## src/rtl/aes_pkg.sv

```systemverilog
// rtl/aes_pkg.sv - shared state encoding and block width for the AES CTR stream front end

package aes_pkg;

    localparam int AES_BLK_W = 128;

    typedef enum logic [2:0] {
        S_IDLE   = 3'd0,
        S_READY  = 3'd1,
        S_ISSUE  = 3'd2,
        S_WAIT   = 3'd3,
        S_OUTPUT = 3'd4,
        S_ALARM  = 3'd5
    } state_e;

endpackage

```

## src/rtl/ctr_inc.sv

```systemverilog
// rtl/ctr_inc.sv - increment of the low counter bits with wrap indication

module ctr_inc #(
    parameter int CTR_W = 32
) (
    input  logic [CTR_W-1:0] ctr_i,
    output logic [CTR_W-1:0] ctr_o,
    output logic             wrap_o
);

    assign ctr_o  = ctr_i + CTR_W'(1);
    assign wrap_o = &ctr_i;

endmodule

```

## src/rtl/aes_ctr_stream.sv

```systemverilog
// rtl/aes_ctr_stream.sv - CTR-mode stream wrapper driving the AES-128 encryptor one block at a time

module aes_ctr_stream
    import aes_pkg::*;
#(
    parameter int CTR_W     = 32,
    parameter int MAX_RETRY = 2,
    parameter int TIMEOUT   = 255,
    parameter int CNT_W     = 16
) (
    input  logic                 clk,
    input  logic                 rst_n,
    input  logic                 cfg_load,
    input  logic [AES_BLK_W-1:0] cfg_key,
    input  logic [AES_BLK_W-1:0] cfg_iv,
    input  logic                 in_valid,
    output logic                 in_ready,
    input  logic [AES_BLK_W-1:0] in_data,
    output logic                 out_valid,
    input  logic                 out_ready,
    output logic [AES_BLK_W-1:0] out_data,
    output logic                 aes_start,
    output logic [AES_BLK_W-1:0] aes_key,
    output logic [AES_BLK_W-1:0] aes_block,
    input  logic                 aes_busy,
    input  logic                 aes_done,
    input  logic [AES_BLK_W-1:0] aes_ct,
    input  logic                 aes_fault,
    output logic                 alarm,
    output logic                 ctr_wrapped,
    output logic [CNT_W-1:0]     blk_count
);

    localparam int RW = (MAX_RETRY > 0) ? $clog2(MAX_RETRY + 1) : 1;
    localparam int TW = (TIMEOUT > 0) ? $clog2(TIMEOUT + 1) : 1;

    state_e               state_q, state_d;
    logic [AES_BLK_W-1:0] key_q, key_d;
    logic [AES_BLK_W-1:0] ctr_q, ctr_d;
    logic [AES_BLK_W-1:0] data_q, data_d;
    logic [AES_BLK_W-1:0] out_data_q, out_data_d;
    logic [RW-1:0]        retry_q, retry_d;
    logic [TW-1:0]        timer_q, timer_d;
    logic                 wrapped_q, wrapped_d;
    logic [CNT_W-1:0]     blk_q, blk_d;

    logic [CTR_W-1:0]     ctr_lo_inc;
    logic                 ctr_lo_wrap;

    ctr_inc #(.CTR_W(CTR_W)) u_ctr_inc (
        .ctr_i  (ctr_q[CTR_W-1:0]),
        .ctr_o  (ctr_lo_inc),
        .wrap_o (ctr_lo_wrap)
    );

    always_ff @(posedge clk) begin
        if (!rst_n) begin
            state_q    <= S_IDLE;
            key_q      <= '0;
            ctr_q      <= '0;
            data_q     <= '0;
            out_data_q <= '0;
            retry_q    <= '0;
            timer_q    <= '0;
            wrapped_q  <= 1'b0;
            blk_q      <= '0;
        end else begin
            state_q    <= state_d;
            key_q      <= key_d;
            ctr_q      <= ctr_d;
            data_q     <= data_d;
            out_data_q <= out_data_d;
            retry_q    <= retry_d;
            timer_q    <= timer_d;
            wrapped_q  <= wrapped_d;
            blk_q      <= blk_d;
        end
    end

    always_comb begin
        state_d    = state_q;
        key_d      = key_q;
        ctr_d      = ctr_q;
        data_d     = data_q;
        out_data_d = out_data_q;
        retry_d    = retry_q;
        timer_d    = timer_q;
        wrapped_d  = wrapped_q;
        blk_d      = blk_q;
        in_ready   = 1'b0;
        aes_start  = 1'b0;

        case (state_q)
            S_IDLE, S_READY: begin
                if (cfg_load) begin
                    key_d     = cfg_key;
                    ctr_d     = cfg_iv;
                    blk_d     = '0;
                    wrapped_d = 1'b0;
                    state_d   = S_READY;
                end else if (state_q == S_READY) begin
                    in_ready = ~wrapped_q;
                    if (in_valid && !wrapped_q) begin
                        data_d  = in_data;
                        retry_d = '0;
                        state_d = S_ISSUE;
                    end
                end
            end
            S_ISSUE: begin
                if (!aes_busy) begin
                    aes_start = 1'b1;
                    timer_d   = '0;
                    state_d   = S_WAIT;
                end
            end
            S_WAIT: begin
                timer_d = timer_q + TW'(1);
                if (aes_done) begin
                    if (!aes_fault) begin
                        out_data_d            = data_q ^ aes_ct;
                        ctr_d[CTR_W-1:0]      = ctr_lo_inc;
                        wrapped_d             = wrapped_q | ctr_lo_wrap;
                        blk_d                 = blk_q + CNT_W'(1);
                        state_d               = S_OUTPUT;
                    end else if (retry_q == RW'(MAX_RETRY)) begin
                        state_d = S_ALARM;
                    end else begin
                        // Re-encrypt the same counter; the faulted keystream is discarded.
                        retry_d = retry_q + RW'(1);
                        state_d = S_ISSUE;
                    end
                end else if (timer_q == TW'(TIMEOUT)) begin
                    state_d = S_ALARM;
                end
            end
            S_OUTPUT: begin
                if (out_ready) begin
                    state_d = S_READY;
                end
            end
            S_ALARM: begin
                state_d = S_ALARM;
            end
            default: begin
                state_d = S_IDLE;
            end
        endcase
    end

    assign out_valid   = (state_q == S_OUTPUT);
    assign alarm       = (state_q == S_ALARM);
    assign out_data    = out_data_q;
    assign aes_key     = key_q;
    assign aes_block   = ctr_q;
    assign ctr_wrapped = wrapped_q;
    assign blk_count   = blk_q;

endmodule

```

## config.mk

```make
export PLATFORM = sky130hd
export DESIGN_NAME = aes_ctr_stream
export DESIGN_NICKNAME = d
export VERILOG_FILES = /design/src/rtl/aes_pkg.sv /design/src/rtl/ctr_inc.sv /design/src/rtl/aes_ctr_stream.sv
export SDC_FILE = /design/constraint.sdc
export NUM_CORES = 1
export LEC_CHECK = 0
export ABC_AREA = 1
export BUFFER_PORTS_ARGS = -buffer_cell sky130_fd_sc_hd__buf_2
export CAP_MARGIN = 30
export CORE_AREA = 2 2 361 363
export CTS_CLUSTER_DIAMETER = 50
export DETAILED_ROUTE_END_ITERATION = 10
export DIE_AREA = 0 0 363 365
export GPL_ROUTABILITY_DRIVEN = 0
export SYNTH_ARGS = -nofsm -noshare
export SYNTH_HDL_FRONTEND = slang
export SYNTH_SLANG_ARGS = --single-unit
```

## constraint.sdc

```tcl
create_clock -name clk -period 2.62 [get_ports clk]
set_clock_uncertainty 0.15 [all_clocks]
set_input_delay 0.393 -clock clk [delete_from_list [all_inputs] [get_ports clk]]
set_output_delay 0.393 -clock clk [all_outputs]
set_load 0.005 [all_outputs]
```

# Word-level counts from Yosys, hierarchy flattened
# Index checks and enable logic that the tools add are counted.
dict set report word_totals {
  ff_bits 542
  latch_bits 0
  ramBits 0
  mem_bits_ro 0
  input_bits 520
  output_inout_bits 405
  wordCells 89
  n_memories 0
}
dict set report classes {
  n_addsub 4
  mul 0
  div 0
  n_lt_le_gt_ge 0
  eq_ne 20
  shifts 0
  n_mux 36
  n_bitwise 5
  n_reduce_logical 14
}
# operator count
set op_table {}
lappend op_table {{128-bit bitwise XOR} 1}
lappend op_table {{32-bit two-way mux} 3}
lappend op_table {{32-bit case mux with 2 select lines} 1}
lappend op_table {{16-bit two-way mux} 3}
lappend op_table {{32-bit by 1-bit adder with 32-bit output (second input constant)} 1}
lappend op_table {{16-bit case mux with 2 select lines} 1}
lappend op_table {{32-bit AND reduction} 1}
lappend op_table {{3-bit two-way mux} 9}
lappend op_table {{2-bit inequality test (second input constant)} 9}
lappend op_table {{16-bit by 1-bit adder with 16-bit output (second input constant)} 1}
lappend op_table {{8-bit case mux with 2 select lines} 1}
lappend op_table {{3-bit case mux with 5 select lines} 1}
lappend op_table {{2-bit two-way mux} 6}
lappend op_table {{3-bit inequality test (second input constant)} 3}
lappend op_table {{8-bit by 1-bit adder with 8-bit output (second input constant)} 1}
lappend op_table {{8-bit equality test (second input constant)} 1}
lappend op_table {{1-bit two-way mux} 8}
lappend op_table {{8-bit two-way mux} 1}
lappend op_table {{4-bit AND reduction} 2}
lappend op_table {{7-bit AND reduction} 1}
lappend op_table {{3-bit by 2-bit equality test with 1-bit output (second input constant)} 2}
lappend op_table {{3-bit equality test (second input constant)} 2}
lappend op_table {{5-bit AND reduction} 1}
lappend op_table {{2-bit case mux with 2 select lines} 1}
lappend op_table {{other kinds (14)} 18}

# Longest topological paths before layout
dict set report logic_depth {
  word_depth 6
  depth_mapped 12
  depth_no_buf 12
}

# Modules after synthesis
# Synthesis repeated with hierarchy kept, for this count alone.
dict set report unflattened {
  cells_unflattened 2807
  hier_area_um2 21334.2
}
# mod instances cells_per_inst area_per_inst_um2 seq_area_each_um2
set modules_own_cells {}
lappend modules_own_cells {aes_ctr_stream 1 2610 20378.3 10850.4}
lappend modules_own_cells {ctr_inc 1 197 955.9 0.0}

# Worst setup path after synthesis
# Ideal clock, no wire load.
dict set report synth_path {
  path_kind {register to register}
  start {register ctr_q[0] (netlist: aes_block[0])}
  end {register ctr_q[28] (netlist: aes_block[28])}
  setup_ps 132
  t_arrival_ps 1453
  required_ps 2338
  path_slack_ps 885
  path_stages_with_launch 11
  path_buffers 0
  synth_period_minus_slack_ps 1735
  cell_sequence {dfxtp_1 > ha_1 > nand2_1 > nor2_2 > nand2_1 > nor2_1 > nand2_1 > nand2_1 > nand3_1 > nand2_1 > a21oi_1}
}
dict set report synth_via {
  elab_chain_len 4
}
# element line_no
set synth_rtl {}
lappend synth_rtl {{start: declaration} aes_ctr_stream.sv:39} ;# logic [AES_BLK_W-1:0] ctr_q, ctr_d;
lappend synth_rtl {{start signal: assignment} aes_ctr_stream.sv:70} ;# ctr_q <= ctr_d;
lappend synth_rtl {{32-bit by 1-bit adder with 32-bit output} ctr_inc.sv:11} ;# assign ctr_o = ctr_i + CTR_W'(1);
lappend synth_rtl {{32-bit two-way mux} aes_ctr_stream.sv:120} ;# if (!aes_fault) begin
lappend synth_rtl {{32-bit two-way mux} aes_ctr_stream.sv:119} ;# if (aes_done) begin
lappend synth_rtl {{32-bit case mux with 2 select lines} aes_ctr_stream.sv:93} ;# case (state_q)
# No other way between the ends. The select of a mux whose other input is x is not followed.
# A chain may end at the register's enable or synchronous reset.

# Worst setup path after layout
dict set report layout_path {
  start {register state_q[0]}
  end {register out_data_q[70] (netlist: out_data[70])}
}
dict set report layout_via {
  elab_chain_len 2
}
# element line_no
set layout_rtl {}
lappend layout_rtl {{start: declaration} aes_ctr_stream.sv:37} ;# state_e state_q, state_d;
lappend layout_rtl {{start signal: assignment} aes_ctr_stream.sv:68} ;# state_q <= state_d;
lappend layout_rtl {{3-bit by 2-bit equality test with 1-bit output} aes_ctr_stream.sv:93}
lappend layout_rtl {{3-bit AND reduction (no source line)} n/a}
lappend layout_rtl {{end signal: assignment} aes_ctr_stream.sv:72} ;# out_data_q <= out_data_d;
lappend layout_rtl {{end: declaration} aes_ctr_stream.sv:41} ;# logic [AES_BLK_W-1:0] out_data_q, out_data_d;
# No other way between the ends.

==> results by group <==
Critical path
  • Critical path, cell by cell: inv_2 > nor2_4 > nand2_2 > nor2_4 > buf_12 > buf_4 > o21ai_1 > a21oi_1 > dlygate4sd3_1
  • Slowest cell on the critical path: dlygate4sd3_1
  • Most frequent CP cell: nor2_4
  • CP Max Fanout: 23
  • Worst setup SP type: flop
  • CP Class: reg2reg
  • WP buf/inv: 4
  • CP required: 3.07 ns
  • Crit path arrival time: between 2 and 3 ns
  • Slowest stage delay, CP: about 0.57 ns
  • Crit end category: flop
  • Reg2Reg Depth: 9
  • Worst path depth: 9
  • Cell family with most CP delay: buffers and inverters

Floorplanning
  • Die H: approximately 370 um
  • Die width: ~360 um
  • Num rows: about 130
  • Num ports: 925
  • Core area: 0.129 mm2
  • Initial Util: approximately 17%
  • Die area: 0.132 mm2

Placed design
  • Post-DP HPWL: between 60000 and 70000 um
  • DP Worst Slack: 0.376 ns
  • Port bufs: about 920

Outcome
  • Outcome: finished clean

Power and ir drop
  • Sw power: a little under 8 mW
  • Seq pwr share: a little under two fifths
  • Clk pwr share: between 40% and 50%
  • Pwr per Cell Area: roughly 720 mW/mm2
  • Cell Int Power: about 18 mW
  • Peak supply drop: 0.000599 V
  • Switching share of total power: slightly above 30%
  • Leak: roughly 15 nW
  • Portion of total power attributed to combinational logic: a little over a fifth

Global routing
  • GRT met1 Usage: roughly 16%
  • Busiest grt layer: met2
  • Met3 Use GR: under 10%
  • Vias in the first global route: roughly 24000
  • Met2 global-route usage: approximately a fifth
  • Total grt overflow: 0
  • Largest net degree at the start of global routing: between 80 and 90
  • Initial antenna violation count: 22
  • First-pass GRT wire length: around 140000 um
  • Total global routing track utilization: a little over an eighth

Detailed routing
  • Total Wirelength: approximately 97000 um
  • Drt first pass iters: 5
  • Residual DRC: 0
  • DR vias/cell: about 4.2
  • Wire per inst: around 16 um
  • DRC marker count from the first detailed-route iteration: between 1500 and 2000
  • Via count: about 25000
  • ANT nets after route: 0

Yosys
  • Seq cells post-synth: around 540
  • Dominant cells by area after synthesis: dfxtp_1 51%, nor2_1 15%, o21ai_0 9.1%, xnor2_1 5.4%, a21oi_1 4.1%
  • Synthesized area: 0.0213 mm2
  • Avg Cell Area, Syn: 7.60 um2
  • Top-area cell type share of the netlist area: between 50% and 60%
  • YS warnings: 0
  • Register area share after synthesis: around 51%
  • Syn Inst Count: ~2800
  • Area leader, netlist: dfxtp_1
  • Syn nets: around 3300
  • Cell variety after synth: 34

Worst hold path
  • HP Class: in2reg
  • Min-Delay Path Depth: 3

CTS
  • Total clock sinks: 542
  • Maximum clock insertion buffer count: 3
  • TritonCTS Buffers: 75
  • CTS resizes: 0
  • CTS clk-pin slew, worst paths: roughly 0.06 ns
  • CTS tree: done
  • Worst-skew pair later-pin latency: ~0.66 ns
  • Clock root cell: clkbuf_16
  • Htree depth: 3

Cells and area
  • Post-synthesis to final-layout area growth: 67.7%
  • Area of the multi-input gates: ~0.0093 mm2
  • Sequential Area: 0.0109 mm2
  • Nets: roughly 4700
  • Post-layout util: about 28%
  • Fillers: between 10000 and 15000
  • Share of cells above drive strength 1: between 20% and 30%

Timing
  • Fin. max-slew vios: 0
  • Final-report hold violation count: 0
  • Final worst slack: roughly 0.11 ns
  • Max Fclk: a little under 0.4 GHz
  • Final worst-path cycle share: approximately 96%
  • Min cycle time layout: roughly 2.5 ns
  • Slew margin rel.: between 30% and 40%
  • RSZ-0062 raised after global routing: false
  • Fin Setup TNS: 0 ns
  • Least-Margin Pin Slew: ~0.9 ns
  • Setup-failing EPs final: 0

Job
  • Max Cap Viol: 0
Yosys cell counts, drive strengths merged:
cell	instances
nand4	10
o211a	2
o211ai	4
inv	70
nand2	220
or2	3
xor2	1
a21oi	174
o21ai	508
clkinv	1
a221oi	2
nor3	11
clkbuf	104
xnor2	132
nand3b	4
dfxtp	542
a31oi	1
buf	76
nor4	2
nor2	861
a211oi	3
nand3	60
ha	5
power groups by stage:
stage	clock, mW	sequential [mW]	combinational (mW)
6_report	10.4	9.88	5.45
2_1_floorplan	0	9.97	2.48
5_1_grt	11.0	9.98	6.03
4_1_cts	10.7	9.85	5.42
3_5_place_dp	0	10.0	4.76
3_3_place_gp	0	9.98	4.72
worst min-delay path, delay by kind of cell:
kind / cells / cell delay (ns)
AND/OR/NAND/NOR: 1 / 0.13
AO/OA/AOI/OAI: 1 / 0.20
buffers and inverters: 1 / 0.09
through the flow:
step,hold WS [ns],instances,area (um2),power (mW)
after CTS,0.000354,5927,35600,26.0
after floorplan,0.298,2796,21300,12.4
after global routing,0.0707,5933,35600,27.0
after global placement,0.307,5273,27800,14.7
after detailed placement,0.316,5273,27800,14.8
final,0.0476,5938,35600,25.8
per-layer routing:
metal / share of wire, % / wire, um / vias to the layer above
met5: 0.092 / 89 / -
met1: 41 / 39600 / 11400
li1: - / - / 11900
met2: 45 / 43700 / 1072
met4: 4.4 / 4310 / 14
met3: 9.6 / 9320 / 268
area by class of cell:
cell class	instances	area share, %
inverters	71	0.783
clock inverters	36	1.26
repair buffers	1504	29.5
well taps	1675	5.88
diodes	7	0.0491
multi-input cells	2003	26.2
flip-flops and latches	542	30.4
clock buffers	100	5.93
final timing paths:
check                               to  slack (ns)                startpoint
max          out_data[70]$_SDFFE_PN0P_        0.11   state_q[0]$_SDFFE_PN0P_
min            aes_key[8]$_SDFFE_PN0P_        0.05                cfg_key[8]
max reg2reg  out_data[70]$_SDFFE_PN0P_        0.11   state_q[0]$_SDFFE_PN0P_
min reg2reg   aes_key[18]$_SDFFE_PN0P_        0.32  aes_key[18]$_SDFFE_PN0P_
cell usage in the layout, fill, tap and decap left out, types with 8 or more instances in the layout:
cell type	Yosys	layout
nor3_1	9	9
a21oi_1	174	174
clkbuf_1	104	12
nand4_1	10	10
nand2_1	216	214
buf_12	0	16
o21ai_0	388	388
dfxtp_1	542	542
buf_4	12	45
o21ai_1	120	120
clkbuf_8	0	12
clkbuf_16	0	77
inv_1	66	66
dlygate4sd3_1	0	518
nor2_1	855	855
xnor2_1	132	132
inv_6	0	8
nand3_1	60	60
buf_2	61	923
flip-flops by register name, indices dropped and copies added, names as in the netlist:
name and cells:
ctr_wrapped 1, timer_q 8, aes_key 128, retry_q 2, blk_count 16, out_data 128, data_q 128, aes_block 128
state_q 3
cells by family (layout without fill, tap and decap cells):
family                   after synthesis  count (layout)  share of synthesized area [%]
buffers and inverters                251            1711                           5.09
AO/OA/AOI/OAI                        694             694                           16.5
AND/OR/NAND/NOR                     1171            1171                           21.6
adder cells (fa/ha/maj)                5               5                          0.294
XOR/XNOR                             133             133                           5.48
flip-flops                           542             542                           51.0
other                                  0               7                              0
repair_timing:
action	CTS	global route
endpoints found under the setup margin	0	6
endpoints found under the hold margin	509	0
setup buffers	0	3
hold buffers	518	0
No activity file was read; power rests on OpenSTA's default activity.
